`config.mk`:
```
export PLATFORM = sky130hd
export DESIGN_NAME = branch_resolve
export DESIGN_NICKNAME = d
export VERILOG_FILES = /design/src/rtl/constants_pkg.sv /design/src/rtl/branch_resolve_decide.sv /design/src/rtl/branch_resolve.sv
export SDC_FILE = /design/constraint.sdc
export NUM_CORES = 1
export LEC_CHECK = 0
export CORE_ASPECT_RATIO = 0.7
export CORE_UTILIZATION = 25
export DETAILED_ROUTE_END_ITERATION = 12
export PLACE_DENSITY = 0.53
export SYNTH_ARGS = -nofsm -noshare
export SYNTH_HDL_FRONTEND = slang
export SYNTH_SLANG_ARGS = --single-unit
```
`constraint.sdc`:
```
create_clock -name clk -period 4.8 [get_ports clk]
set_input_delay 0.96 -clock clk [delete_from_list [all_inputs] [get_ports clk]]
set_output_delay 0.96 -clock clk [all_outputs]
set_load 0.03 [all_outputs]
```
`src/rtl/constants_pkg.sv`:
```
// Shared constants for the execute-stage control-flow logic: opcodes, branch
// funct3 encodings and the redirect handshake state type.
package constants_pkg;

    localparam int DATA_WIDTH = 32;

    localparam logic [6:0] OPC_BRANCH = 7'b1100011;
    localparam logic [6:0] OPC_JAL    = 7'b1101111;
    localparam logic [6:0] OPC_JALR   = 7'b1100111;

    localparam logic [2:0] F3_BEQ  = 3'b000;
    localparam logic [2:0] F3_BNE  = 3'b001;
    localparam logic [2:0] F3_BLT  = 3'b100;
    localparam logic [2:0] F3_BGE  = 3'b101;
    localparam logic [2:0] F3_BLTU = 3'b110;
    localparam logic [2:0] F3_BGEU = 3'b111;

    typedef enum logic {
        BR_IDLE    = 1'b0,
        BR_PENDING = 1'b1
    } br_state_e;

    // A target is misaligned when its two low bits are not zero.
    function automatic logic is_misaligned(input logic [1:0] lsb);
        return (lsb != 2'b00);
    endfunction

endpackage

```
`src/rtl/branch_resolve_decide.sv`:
```
// Combinational taken / is-branch / illegal decision from opcode, funct3 and
// the comparator flags.
module branch_decide
    import constants_pkg::*;
(
    input  logic [6:0] opcode_i,
    input  logic [2:0] funct3_i,
    input  logic       breq_i,
    input  logic       brlt_i,
    output logic       taken_o,
    output logic       is_branch_o,
    output logic       illegal_o
);

    // Decode: jumps are always taken, funct3 010/011 branches are illegal.
    always_comb begin
        taken_o     = 1'b0;
        is_branch_o = 1'b0;
        illegal_o   = 1'b0;
        case (opcode_i)
            OPC_BRANCH: begin
                is_branch_o = 1'b1;
                case (funct3_i)
                    F3_BEQ:           taken_o = breq_i;
                    F3_BNE:           taken_o = !breq_i;
                    F3_BLT, F3_BLTU:  taken_o = brlt_i;
                    F3_BGE, F3_BGEU:  taken_o = !brlt_i;
                    default:          illegal_o = 1'b1;
                endcase
            end
            OPC_JAL, OPC_JALR: begin
                taken_o = 1'b1;
            end
            default: begin
                taken_o = 1'b0;
            end
        endcase
    end

endmodule

```
`src/rtl/branch_resolve.sv`:
```
// Execute-stage control-flow resolution: target computation, registered
// redirect to fetch over valid/ready, flush pulse and branch statistics.
module branch_resolve
    import constants_pkg::*;
#(
    parameter int DWIDTH = DATA_WIDTH,
    parameter int AWIDTH = 32,
    parameter int CWIDTH = 32
) (
    input  logic              clk,
    input  logic              reset,
    input  logic              valid_i,
    output logic              ready_o,
    input  logic [6:0]        opcode_i,
    input  logic [2:0]        funct3_i,
    input  logic              breq_i,
    input  logic              brlt_i,
    input  logic [AWIDTH-1:0] pc_i,
    input  logic [DWIDTH-1:0] imm_i,
    input  logic [DWIDTH-1:0] rs1_i,
    output logic              redirect_valid_o,
    input  logic              redirect_ready_i,
    output logic [AWIDTH-1:0] redirect_pc_o,
    output logic              flush_o,
    output logic              misaligned_o,
    output logic              illegal_branch_o,
    output logic [CWIDTH-1:0] branch_cnt_o,
    output logic [CWIDTH-1:0] taken_cnt_o
);

    br_state_e         r_state;
    br_state_e         w_state_next;
    logic [AWIDTH-1:0] r_redirect_pc;
    logic              r_misaligned;
    logic              r_illegal;
    logic [CWIDTH-1:0] r_branch_cnt;
    logic [CWIDTH-1:0] r_taken_cnt;

    logic              w_taken;
    logic              w_is_branch;
    logic              w_illegal;
    logic              w_accept;
    logic              w_load;
    logic              w_is_jalr;
    logic [AWIDTH-1:0] w_base;
    logic [AWIDTH-1:0] w_imm;
    logic [AWIDTH-1:0] w_sum;
    logic [AWIDTH-1:0] w_target;

    branch_decide u_decide (
        .opcode_i    (opcode_i),
        .funct3_i    (funct3_i),
        .breq_i      (breq_i),
        .brlt_i      (brlt_i),
        .taken_o     (w_taken),
        .is_branch_o (w_is_branch),
        .illegal_o   (w_illegal)
    );

    assign redirect_valid_o = (r_state == BR_PENDING);
    assign ready_o          = !redirect_valid_o || redirect_ready_i;
    assign flush_o          = redirect_valid_o && redirect_ready_i;
    assign w_accept         = valid_i && ready_o;
    assign w_load           = w_accept && w_taken;

    // JALR adds to rs1 and drops bit 0; everything else is PC-relative.
    assign w_is_jalr = (opcode_i == OPC_JALR);
    assign w_base    = w_is_jalr ? AWIDTH'(rs1_i) : pc_i;
    assign w_imm     = AWIDTH'($signed(imm_i));
    assign w_sum     = w_base + w_imm;
    assign w_target  = w_is_jalr ? {w_sum[AWIDTH-1:1], 1'b0} : w_sum;

    assign redirect_pc_o    = r_redirect_pc;
    assign misaligned_o     = r_misaligned;
    assign illegal_branch_o = r_illegal;
    assign branch_cnt_o     = r_branch_cnt;
    assign taken_cnt_o      = r_taken_cnt;

    // Redirect handshake state register.
    always_ff @(posedge clk or posedge reset) begin
        if (reset) begin
            r_state <= BR_IDLE;
        end else begin
            r_state <= w_state_next;
        end
    end

    // Next state: a fresh taken instruction wins over retiring the old redirect.
    always_comb begin
        w_state_next = r_state;
        case (r_state)
            BR_IDLE: begin
                if (w_load) begin
                    w_state_next = BR_PENDING;
                end else begin
                    w_state_next = BR_IDLE;
                end
            end
            BR_PENDING: begin
                if (w_load) begin
                    w_state_next = BR_PENDING;
                end else if (redirect_ready_i) begin
                    w_state_next = BR_IDLE;
                end else begin
                    w_state_next = BR_PENDING;
                end
            end
            default: begin
                w_state_next = BR_IDLE;
            end
        endcase
    end

    // Redirect payload and illegal-branch pulse.
    always_ff @(posedge clk or posedge reset) begin
        if (reset) begin
            r_redirect_pc <= {AWIDTH{1'b0}};
            r_misaligned  <= 1'b0;
            r_illegal     <= 1'b0;
        end else begin
            r_illegal <= w_accept && w_illegal;
            if (w_load) begin
                r_redirect_pc <= w_target;
                r_misaligned  <= is_misaligned(w_target[1:0]);
            end
        end
    end

    // Statistics: conditional branches only, wrapping naturally.
    always_ff @(posedge clk or posedge reset) begin
        if (reset) begin
            r_branch_cnt <= {CWIDTH{1'b0}};
            r_taken_cnt  <= {CWIDTH{1'b0}};
        end else if (w_accept && w_is_branch) begin
            r_branch_cnt <= r_branch_cnt + {{(CWIDTH-1){1'b0}}, 1'b1};
            if (w_taken) begin
                r_taken_cnt <= r_taken_cnt + {{(CWIDTH-1){1'b0}}, 1'b1};
            end
        end
    end

endmodule
```
==> flow_metrics.env <==
export IMPL_final_common_cell="clkdlybuf4s50_1"
export IMPL_r2r_start="redirect_valid_o"
export IMPL_leakage_nw=4.15
export IMPL_place_ws_ns=-0.410
export IMPL_die_x_um=190
export IMPL_postCtsHoldBufs=0
export IMPL_ys_ff_latch=99
export IMPL_drt_iter0_drc=293
export IMPL_synthToLayoutAreaGrowth_pct=51.5
export IMPL_postPlaceCellArea_um2=9090
export IMPL_ir_drop_uv=148
export IMPL_yosysTopAreaCell="dfrtp_1"
export IMPL_clk_pin_slew_ns=0.07
export IMPL_slew_viol_final=0
export IMPL_die_area_um2=25400
export IMPL_critPathLaunchType="input pin"
export IMPL_slowest_delay_ns=0.46
export IMPL_fmax_mhz=217
export IMPL_io_buffers=212
export IMPL_dp_hpwl_mm=15.1
export IMPL_setup_slack_ns=0.197
export IMPL_crit_chain="clkdlybuf4s50_1 -> nor2b_2 -> nand4_2 -> or3b_4 -> buf_4 -> mux2_2 -> ha_1 -> a21o_1 -> a21o_1 -> a221o_1 -> nor2_1 -> a211oi_1 -> buf_4 -> nor2_1 -> buf_4 -> o21ai_0 -> a221o_1"
export IMPL_crit_fanout=25
export IMPL_htree_levels=3
export IMPL_power_density_nw_per_um2=254
export IMPL_cts_tree="built"
export IMPL_wl_per_cell_um=15.8
export IMPL_grt_pass1_vias=5478
export IMPL_relSlewSlack_pct=35.9
export IMPL_total_power_mw=2.38
export IMPL_grt_util_all_layers_pct=15.5
export IMPL_outcome="complete, no violations"
export IMPL_synth_cell_types=63
export IMPL_die_y_um=134
export IMPL_period_share_pct=95.9
export IMPL_async_flop_share_pct=100
export IMPL_final_cell_mix="clkdlybuf4s50_1 (212), dfrtp_1 (99), nand2_1 (71), xnor2_1 (58), buf_4 (55)"
export IMPL_ioPinCount=213
export IMPL_skew_ns=0.00721
export IMPL_synth_area_top_cells="dfrtp_1 (40%), xnor2_1 (8.2%), ha_1 (7.3%)"
export IMPL_netlist_area_leader_share_pct=40.0
export IMPL_syn_nets=781
export IMPL_design_area_um2=9390
export IMPL_start_util_pct=25.8
export IMPL_clock_latency_ns=0.35
export IMPL_worstMarginPinSlew_ns=0.961
export IMPL_grt_start_max_net_pins=72
export IMPL_first_pass_iters=5
export IMPL_antenna_left=0
export IMPL_rsz0062_at_grt="no"
export IMPL_synth_edf_count=0
export IMPL_startpoint="opcode_i[6]"
export IMPL_final_util_pct=39.1
export IMPL_post_route_min_period_ns=4.60
export IMPL_diodes=0
export IMPL_yosysWarnings=0
export IMPL_cts_sinks=99
export IMPL_synthFlopType="dfrtp_1"
export IMPL_finalSetupViolCount=0
export IMPL_worstHoldPathType="reg -> reg"
export IMPL_hold_violations=0
export IMPL_avgSynthCellArea_um2=9.80
export IMPL_cts_buffers=9
export IMPL_cpMostUsedCell="buf_4"
export IMPL_crit_path_end_kind="register"
export IMPL_required_ns=5.03
export IMPL_gp_congestion=0.804
export IMPL_critPathTopFamily="compound AO/OA/AOI/OAI gates"
export IMPL_hp_start="redirect_pc_o[0]"
export IMPL_std_cell_rows=47
export IMPL_arrival_ns=4.83
export IMPL_syn_inst=632
export IMPL_route_vias_total=5581
export IMPL_seq_area_frac_synth_pct=40.0
export IMPL_cts_root_buf="clkbuf_16"
export IMPL_path_buf_inv=4
export IMPL_cpMaxStageDelayCell="or3b_4"
export IMPL_clockBufferDepth=2
export IMPL_remaining_drc_errors=0
export IMPL_grt_overflow=0
export IMPL_drive_gt1_share_pct=14.2
export IMPL_crit_type="in -> reg"
export IMPL_viasPerCell=4.59
export IMPL_grt_pass1_wl_mm=30.7
export IMPL_synth_area_um2=6200
export IMPL_routed_wl_mm=19.2
export IMPL_final_nets=1042
export IMPL_core_region_area_um2=24000
export IMPL_postCtsSetupBuffers=0
export IMPL_maxCapViolCount=0
export IMPL_antenna_found_initial=0
-- stage by stage --
| step | instances | TNS, ns | hold slack, ns |
|---|---|---|---|
| 4_1_cts | 1215 | 0 | 0.482 |
| 3_3_place_gp | 1200 | -3.03 | 0.457 |
| 3_5_place_dp | 1200 | -3.48 | 0.470 |
| 6_report | 1215 | 0 | 0.479 |
| 2_1_floorplan | 632 | 0 | 0.646 |
| 5_1_grt | 1215 | 0 | 0.490 |
-- cells by family (layout without fill, tap and decap cells) --
| group | Yosys count | after routing | synth area share [%] |
|---|---|---|---|
| flops | 99 | 99 | 40.0 |
| buf+inv | 32 | 297 | 2.08 |
| xor+xnor | 82 | 82 | 11.6 |
| compound gates | 121 | 121 | 12.7 |
| simple gates | 227 | 227 | 19.9 |
| fa+ha+maj | 37 | 37 | 7.59 |
| mux | 34 | 34 | 6.16 |
-- metal layers --
| metal | GRT usage, % | wire (µm) |
|---|---|---|
| met1 | 23.5 | 10100 |
| met2 | 21.9 | 7900 |
| met3 | 3.79 | 1040 |
| met4 | 3.07 | 116 |
| met5 | 0 | 0 |
-- flip-flops by register name, summed over array words and instances (netlist names) --
signal,flops
branch_cnt_o,32
redirect_pc_o,32
taken_cnt_o,32
illegal_branch_o,1
misaligned_o,1
redirect_valid_o,1
-- path summary, 6_finish.rpt --
| path | endpoint | slack [ns] | depth (start not counted) |
|---|---|---|---|
| worst max register to register | taken_cnt_o[17] | 2.24 | 8 |
| worst min-delay path | redirect_pc_o[0] | 0.48 | 2 |
| worst min register to register | redirect_pc_o[0] | 0.48 | 2 |
| max in group asynchronous | taken_cnt_o[24] | 2.80 | 3 |
| worst max-delay path | redirect_pc_o[23] | 0.20 | 17 |
| min in group asynchronous | branch_cnt_o[14] | 1.18 | 2 |
-- worst reg2reg max path, cell delays in order, from the launching register on --
cell	delay (ns)
dfrtp_1	0.39
nand2b_1	0.12
nand2_1	0.15
nor4_4	0.47
and2b_1	0.45
nand4_4	0.25
nor2_1	0.33
nand3_1	0.15
xnor2_1	0.14
-- cells in the mapped netlist, types with 3 or more instances --
| master | number |
|---|---|
| dfrtp_1 | 99 |
| nand2_1 | 71 |
| xnor2_1 | 58 |
| nor2_1 | 44 |
| ha_1 | 36 |
| o21ai_0 | 35 |
| mux2_2 | 33 |
| nand3_1 | 31 |
| a21oi_1 | 28 |
| nand4_1 | 24 |
| xor2_1 | 24 |
| a21o_1 | 18 |
| inv_1 | 14 |
| clkbuf_1 | 13 |
| and3_1 | 7 |
| nand2b_1 | 7 |
| and4_1 | 5 |
| o211ai_1 | 5 |
| o21a_1 | 5 |
| a211o_1 | 4 |
| a211oi_1 | 4 |
| nor2b_1 | 4 |
| a221o_1 | 3 |
| and2_1 | 3 |
| buf_1 | 3 |
| nor3_1 | 3 |
| or2_1 | 3 |
-- area by class of cell --
class	count	area [µm²]
clock buffer	11	233
clock inverter	4	51.3
fill	2448	14600
inverter	14	55.1
multi-input combinational	501	3620
sequential	99	2480
tap	318	398
timing repair buffer	268	2550
-- what timing repair did --
| action | CTS | global route |
|---|---|---|
| setup endpoints to repair | 1 | 4 |
| pin swaps | 1 | 1 |
| resized for setup | 1 | 4 |
-- power breakdown --
part / switching, mW / total (mW) / internal (mW)
sequential: 0.0368 / 0.931 / 0.894
combinational: 0.374 / 0.720 / 0.346
clock: 0.330 / 0.734 / 0.404
total: 0.741 / 2.38 / 1.64
Note: power is estimated with default switching activity, not from simulation.
